===== src/rtl/render_pkg.sv =====
// Shared types and constants for the VGA renderer: sequencer states, pixel-port
// owner codes and screen geometry.
package render_pkg;

  typedef enum logic [1:0] {
    IDLE  = 2'b00,
    CLEAR = 2'b01,
    BOARD = 2'b10,
    PIECE = 2'b11
  } state_t;

  localparam logic [1:0] SEL_NONE  = 2'b00;
  localparam logic [1:0] SEL_CLEAR = 2'b01;
  localparam logic [1:0] SEL_BOARD = 2'b10;
  localparam logic [1:0] SEL_PIECE = 2'b11;

  localparam int SCREEN_W   = 160;
  localparam int SCREEN_H   = 120;
  localparam int BLOCK_SIZE = 6;
  localparam int BOARD_X0   = 50;

  function automatic logic [1:0] sel_of(input state_t s);
    case (s)
      CLEAR:   sel_of = SEL_CLEAR;
      BOARD:   sel_of = SEL_BOARD;
      PIECE:   sel_of = SEL_PIECE;
      default: sel_of = SEL_NONE;
    endcase
  endfunction

endpackage


===== src/rtl/frame_tick_gen.sv =====
// Free-running frame counter; tick is high in the last cycle of each frame.
// No backpressure: the counter never stalls.
module frame_tick_gen #(
  parameter int FRAME_CYCLES = 833333
) (
  input  logic clock,
  input  logic resetn,
  output logic tick
);

  localparam logic [19:0] LAST = 20'(FRAME_CYCLES - 1);

  logic [19:0] count;

  always_ff @(posedge clock) begin
    if (!resetn) begin
      count <= '0;
    end else if (count == LAST) begin
      count <= '0;
    end else begin
      count <= count + 20'd1;
    end
  end

  assign tick = (count == LAST);

endmodule


===== src/rtl/render_sequencer.sv =====
// Per-frame sequencer for clear/board/piece engines and owner of the shared pixel port.
// One-cycle registered response to ticks and dones; stages abort after TIMEOUT_CYCLES.
module render_sequencer
  import render_pkg::*;
#(
  parameter int FRAME_CYCLES   = 833333,
  parameter int TIMEOUT_CYCLES = 32768
) (
  input  logic       clock,
  input  logic       resetn,
  input  logic       iRedraw,
  input  logic       iClearReq,
  input  logic       iClearDone,
  input  logic       iBoardDone,
  input  logic       iPieceDone,
  input  logic [7:0] iClearX,
  input  logic [6:0] iClearY,
  input  logic [2:0] iClearColour,
  input  logic       iClearPlot,
  input  logic [7:0] iBoardX,
  input  logic [6:0] iBoardY,
  input  logic [2:0] iBoardColour,
  input  logic       iBoardPlot,
  input  logic [7:0] iPieceX,
  input  logic [6:0] iPieceY,
  input  logic [2:0] iPieceColour,
  input  logic       iPiecePlot,
  output logic       oClearStart,
  output logic       oBoardStart,
  output logic       oPieceStart,
  output logic [1:0] oSel,
  output logic       oBusy,
  output logic       oFrameDone,
  output logic       oTimeout,
  output logic [7:0] oX,
  output logic [6:0] oY,
  output logic [2:0] oColour,
  output logic       oPlot
);

  localparam int SW = $clog2(TIMEOUT_CYCLES);
  localparam logic [SW-1:0] STAGE_LAST = SW'(TIMEOUT_CYCLES - 1);

  state_t          state, state_nxt;
  logic [SW-1:0]   stage_cnt;
  logic            tick;
  logic            clear_pend, redraw_pend;
  logic            take_clear, take_redraw;
  logic            first_cycle, stage_expired;
  logic            frame_done_nxt, abort;

  frame_tick_gen #(
    .FRAME_CYCLES(FRAME_CYCLES)
  ) u_tick (
    .clock (clock),
    .resetn(resetn),
    .tick  (tick)
  );

  // The start cycle never accepts a done, so every stage lasts at least two cycles.
  assign first_cycle   = (stage_cnt == '0);
  assign stage_expired = (stage_cnt == STAGE_LAST);

  always_comb begin
    state_nxt      = state;
    take_clear     = 1'b0;
    take_redraw    = 1'b0;
    frame_done_nxt = 1'b0;
    abort          = 1'b0;
    case (state)
      IDLE: begin
        if (tick) begin
          if (clear_pend) begin
            state_nxt  = CLEAR;
            take_clear = 1'b1;
          end else if (redraw_pend) begin
            state_nxt   = BOARD;
            take_redraw = 1'b1;
          end
        end
      end
      CLEAR: begin
        if (iClearDone && !first_cycle) begin
          state_nxt = BOARD;
        end else if (stage_expired) begin
          state_nxt = IDLE;
          abort     = 1'b1;
        end
      end
      BOARD: begin
        if (iBoardDone && !first_cycle) begin
          state_nxt = PIECE;
        end else if (stage_expired) begin
          state_nxt = IDLE;
          abort     = 1'b1;
        end
      end
      PIECE: begin
        if (iPieceDone && !first_cycle) begin
          state_nxt      = IDLE;
          frame_done_nxt = 1'b1;
        end else if (stage_expired) begin
          state_nxt = IDLE;
          abort     = 1'b1;
        end
      end
      default: state_nxt = IDLE;
    endcase
  end

  always_ff @(posedge clock) begin
    if (!resetn) begin
      state       <= IDLE;
      stage_cnt   <= '0;
      clear_pend  <= 1'b0;
      redraw_pend <= 1'b0;
      oClearStart <= 1'b0;
      oBoardStart <= 1'b0;
      oPieceStart <= 1'b0;
      oSel        <= SEL_NONE;
      oBusy       <= 1'b0;
      oFrameDone  <= 1'b0;
      oTimeout    <= 1'b0;
    end else begin
      state <= state_nxt;
      if (state_nxt != state || state_nxt == IDLE) begin
        stage_cnt <= '0;
      end else begin
        stage_cnt <= stage_cnt + SW'(1);
      end
      // A request landing in the same cycle as its consumption stays pending.
      clear_pend  <= iClearReq | (clear_pend & ~take_clear);
      redraw_pend <= iRedraw | (redraw_pend & ~(take_clear | take_redraw));
      oClearStart <= (state_nxt == CLEAR) && (state != CLEAR);
      oBoardStart <= (state_nxt == BOARD) && (state != BOARD);
      oPieceStart <= (state_nxt == PIECE) && (state != PIECE);
      oSel        <= sel_of(state_nxt);
      oBusy       <= (state_nxt != IDLE);
      oFrameDone  <= frame_done_nxt;
      if (abort) begin
        oTimeout <= 1'b1;
      end
    end
  end

  always_comb begin
    oX      = '0;
    oY      = '0;
    oColour = '0;
    oPlot   = 1'b0;
    case (oSel)
      SEL_CLEAR: begin
        oX = iClearX;  oY = iClearY;  oColour = iClearColour;  oPlot = iClearPlot;
      end
      SEL_BOARD: begin
        oX = iBoardX;  oY = iBoardY;  oColour = iBoardColour;  oPlot = iBoardPlot;
      end
      SEL_PIECE: begin
        oX = iPieceX;  oY = iPieceY;  oColour = iPieceColour;  oPlot = iPiecePlot;
      end
      default: ;
    endcase
  end

endmodule


===== config.mk =====
export PLATFORM = sky130hd
export DESIGN_NAME = render_sequencer
export DESIGN_NICKNAME = d
export VERILOG_FILES = /design/src/rtl/render_pkg.sv /design/src/rtl/frame_tick_gen.sv /design/src/rtl/render_sequencer.sv
export SDC_FILE = /design/constraint.sdc
export NUM_CORES = 1
export LEC_CHECK = 0
export ABC_AREA = 1
export BUFFER_PORTS_ARGS = -buffer_cell sky130_fd_sc_hd__buf_4
export CAP_MARGIN = 20
export CORE_AREA = 2 2 80 82
export CTS_CLUSTER_DIAMETER = 120
export CTS_CLUSTER_SIZE = 28
export DETAILED_ROUTE_END_ITERATION = 10
export DIE_AREA = 0 0 82 84
export GPL_ROUTABILITY_DRIVEN = 0
export PLACE_DENSITY = 0.74
export SLEW_MARGIN = 25
export SYNTH_ARGS = -nofsm -noshare
export SYNTH_HDL_FRONTEND = slang
export SYNTH_SLANG_ARGS = --single-unit

===== constraint.sdc =====
create_clock -name clock -period 1.8 [get_ports clock]
set_clock_uncertainty 0.1 [all_clocks]
set_input_delay 0.36 -clock clock [delete_from_list [all_inputs] [get_ports clock]]
set_output_delay 0.36 -clock clock [all_outputs]
set_load 0.01 [all_outputs]

==> results.txt <==
Setup repair after global routing could not meet its margin everywhere. Clock tree root buffer cell: sky130_fd_sc_hd__clkbuf_8. Synthesized area per cell: 6.782 µm². TritonCTS built the clock tree. The post-route setup TNS is -1266 ps, and the buffer depth of the longest clock path is 2. The fraction of the cycle the final worst path needs works out to 1.057. The warning count from the yosys run is 0, and the routed length per instance is 15.54 µm.

The layout cell share with drive strength beyond 1 was 0.5215. Type of the worst min-delay path: in -> reg. The tools report the number of nets in the layout as 602. Input and output buffers added on the ports amount to 90. Dividing total power by cell area gives a power density of 409.1 nW/µm². The critical path is of the reg -> reg type.

For the non-filler instance count after layout, the log shows 612. Based on the critical path, the design can be clocked at up to 525.8 MHz. The number of flip-flops in the largest register was 20; the total of fill cells in the finished design was 424.

The number of antenna violations at the first check in global routing was 0; the total global routing overflow was 0. The clock transition time at the flip-flop clock pins of the worst setup and hold paths came out at 80 ps. The worst-case IR drop observed on VDD is 439.5 µV. Prevailing post-synth register cell: sky130_fd_sc_hd__dfxtp_1. The data required time of the critical path is 1890 ps. Number of synthesized flops with an enable pin: 0. The tools report the maximum number of pins on one net before global-route repair as 20. Height of the die: 84 µm.

The final reports fail on setup timing. The routed design has 9510 µm of wire. The final antenna diode count came out at 0. The largest fanout on the critical path was 8; the proportion of register bits with asynchronous set or reset after synthesis was 0. Die footprint: 6888 µm². The post-layout instance area is 4429 µm². The worst hold margin was 176.7 ps. The flop and latch count out of synthesis works out to 46. In the final layout, the registers with the most flip-flops are u_tick.count (20), stage_cnt (15), oSel (2). For the number of levels in the clock H-tree, the log shows 2. After floorplanning, the core was sized to cover 6096 µm². The relative slew slack was 0.7127. STA classifies the critical path startpoint as a flop.

The HPWL after detailed placement was 5945 µm. Across the run, the number of max-cap violations was 0. The first detailed-routing pass took 6 iterations. Prior to clock tree synthesis, the placed netlist has a worst setup slack of -110.4 ps. The count of nets left with antenna violations once routing finished came out at 0.

For this run, design rule violations remaining after detail routing come to 0. The fraction of the yosys area taken by sequential cells is 0.3500. CTS saw 46 sinks. The tools report the hold violation count in the final report as 0. The tools report the first-pass GRT wire length as 12360 µm. By area the synthesized netlist is led by sky130_fd_sc_hd__dfxtp_1 (35%), sky130_fd_sc_hd__nand2_1 (15%), sky130_fd_sc_hd__nand3_1 (6.8%).

The tools report the number of buffers created by CTS as 5. The fraction of post-synthesis cell area in the top cell type by area works out to 0.3500. The sum of internal, switching and leakage power is 1.812 mW, and the mapped cell area is 2631 µm².

Setup violations remaining at the end of the flow were counted as 28. The net count after synthesis was 456; the signal arrival time at the worst endpoint was 1990 ps. The synthesized design spends more area on one cell type than any other, namely sky130_fd_sc_hd__dfxtp_1. The instance area after placement came out at 3691 µm². At the pin with the least slew margin, the transition time is 427.7 ps. Counting tap cells, the placed design contains a total of 584 instances. Detailed routing inserted a total of 3165 vias. Compared with the post-synthesis result, the final layout area differs by 68.33%. 91 I/O pins were placed. Yosys mapped the design onto 30 distinct sky130hd cell types. For the end-of-flow core utilization, the log shows 0.7266.

Clock latency on the worst-skew pair, taken at its later pin, is 300 ps. STA classifies the critical path endpoint as a flop. Post-synthesis cell count: 388. The tools report the starting density of the core as 0.4317. The final count of pins violating max slew is 0. Counting I/O delays and the setup requirement, the final critical path takes 1902 ps. In this run, the number of DRC markers left after iteration 0 of detailed routing was 125.

In the routed layout, each cell is associated on average with a via count of 5.172. The tools report the via count of the first global-routing pass as 2854. Counting flops per register, the top entry is u_tick.count. The total routing usage reported by global routing was 0.2311. The post-layout worst setup margin was -101.9 ps; the die width was 82 µm. Summed over all cells, the static leakage comes to 2.093 nW.

The floorplan has 29 rows. The run finished, with violations left.
==> power breakdown <==
part,internal [mW],total (mW),switching (mW)
registers,1.02,1.03,0.00936
clock network,0.275,0.613,0.338
logic,0.105,0.169,0.0646
==> cell families (layout without fill, tap and decap cells) <==
| logic type | Yosys count | in the layout | share of synthesized area |
|---|---|---|---|
| adder cells (fa/ha/maj) | 4 | 4 | 0.01902 |
| flip-flops | 46 | 46 | 0.3500 |
| AO/OA/AOI/OAI | 24 | 24 | 0.04898 |
| AND/OR/NAND/NOR | 244 | 244 | 0.4456 |
| XOR/XNOR | 15 | 15 | 0.04993 |
| buffers and inverters | 55 | 202 | 0.08654 |
==> worst max-delay path, stage by stage, from the launching register on <==
cell and delay [ps]:
sky130_fd_sc_hd__dfxtp_4 370, sky130_fd_sc_hd__inv_4 60, sky130_fd_sc_hd__ha_4 120, sky130_fd_sc_hd__nand3_2 60, sky130_fd_sc_hd__nor2_2 110, sky130_fd_sc_hd__nand2_2 100
sky130_fd_sc_hd__nand2_2 110, sky130_fd_sc_hd__nand2_4 70, sky130_fd_sc_hd__nand2_2 70, sky130_fd_sc_hd__nand2_2 60, sky130_fd_sc_hd__nand2_2 70, sky130_fd_sc_hd__nand2_2 50
sky130_fd_sc_hd__nand2_2 70, sky130_fd_sc_hd__nand2_2 60, sky130_fd_sc_hd__nand3_4 90, sky130_fd_sc_hd__buf_12 160, sky130_fd_sc_hd__nor2_1 60
==> cells in the mapped netlist (2+ instances only) <==
cell and n:
sky130_fd_sc_hd__clkbuf_1 4, sky130_fd_sc_hd__nor3b_1 3, sky130_fd_sc_hd__inv_1 45, sky130_fd_sc_hd__nand4_1 12
sky130_fd_sc_hd__nor2_1 46, sky130_fd_sc_hd__nand2_2 8, sky130_fd_sc_hd__ha_1 4, sky130_fd_sc_hd__xnor2_1 6
sky130_fd_sc_hd__clkinv_1 2, sky130_fd_sc_hd__nor3_1 12, sky130_fd_sc_hd__a21oi_1 12, sky130_fd_sc_hd__nor2_4 10
sky130_fd_sc_hd__nand2_1 106, sky130_fd_sc_hd__nor2_2 3, sky130_fd_sc_hd__nor3_2 3, sky130_fd_sc_hd__nand3_1 36
sky130_fd_sc_hd__o21ai_0 9, sky130_fd_sc_hd__nor4_1 2, sky130_fd_sc_hd__dfxtp_1 46, sky130_fd_sc_hd__xor2_1 9
==> path summary, 6_finish.rpt <==
kind,startpoint,to,slack (ps),cells after the start
max,stage_cnt[0],stage_cnt[3],-100,16
min,iRedraw,redraw_pend,180,3
max reg2reg,stage_cnt[0],stage_cnt[3],-100,16
min reg2reg,u_tick.count[0],u_tick.count[0],350,1
==> what timing repair did <==
| item | in CTS | in global routing |
|---|---|---|
| pin swaps | 15 | 15 |
| hold buffers | 0 | 0 |
| setup endpoints to repair | 40 | 47 |
| gates cloned | 2 | 3 |
| setup buffers | 6 | 10 |
| resized for setup | 45 | 109 |
==> cell usage in the layout, fill, tap and decap left out, drive strengths merged, types with 12 or more instances in the layout <==
master	Yosys	layout
nand4	12	12
buf	3	145
dfxtp	46	46
nor3	16	16
a21oi	12	12
nor2	59	59
inv	46	46
nand2	114	114
nand3	37	37
==> routing by layer <==
layer | wire length [µm] | track usage | part of all wire
met1 | 3394 | 0.2226 | 0.36
met2 | 4885 | 0.4331 | 0.51
met3 | 771 | 0.06494 | 0.081
met4 | 460 | 0.1106 | 0.048
met5 | 0 | 0 | 0
==> final cells by class <==
cell class                 count  area [µm²]  area share
multi-input combinational    287        1897      0.4282
clock inverter                 1       7.507    0.001695
timing repair inverter         1       5.005    0.001130
sequential                    46       949.7      0.2144
timing repair buffer         145        1207      0.2726
inverter                      48       190.2     0.04294
clock buffer                   7       76.32     0.01723
tap                           77       96.34     0.02175
Note: power is estimated with default switching activity, not from simulation.
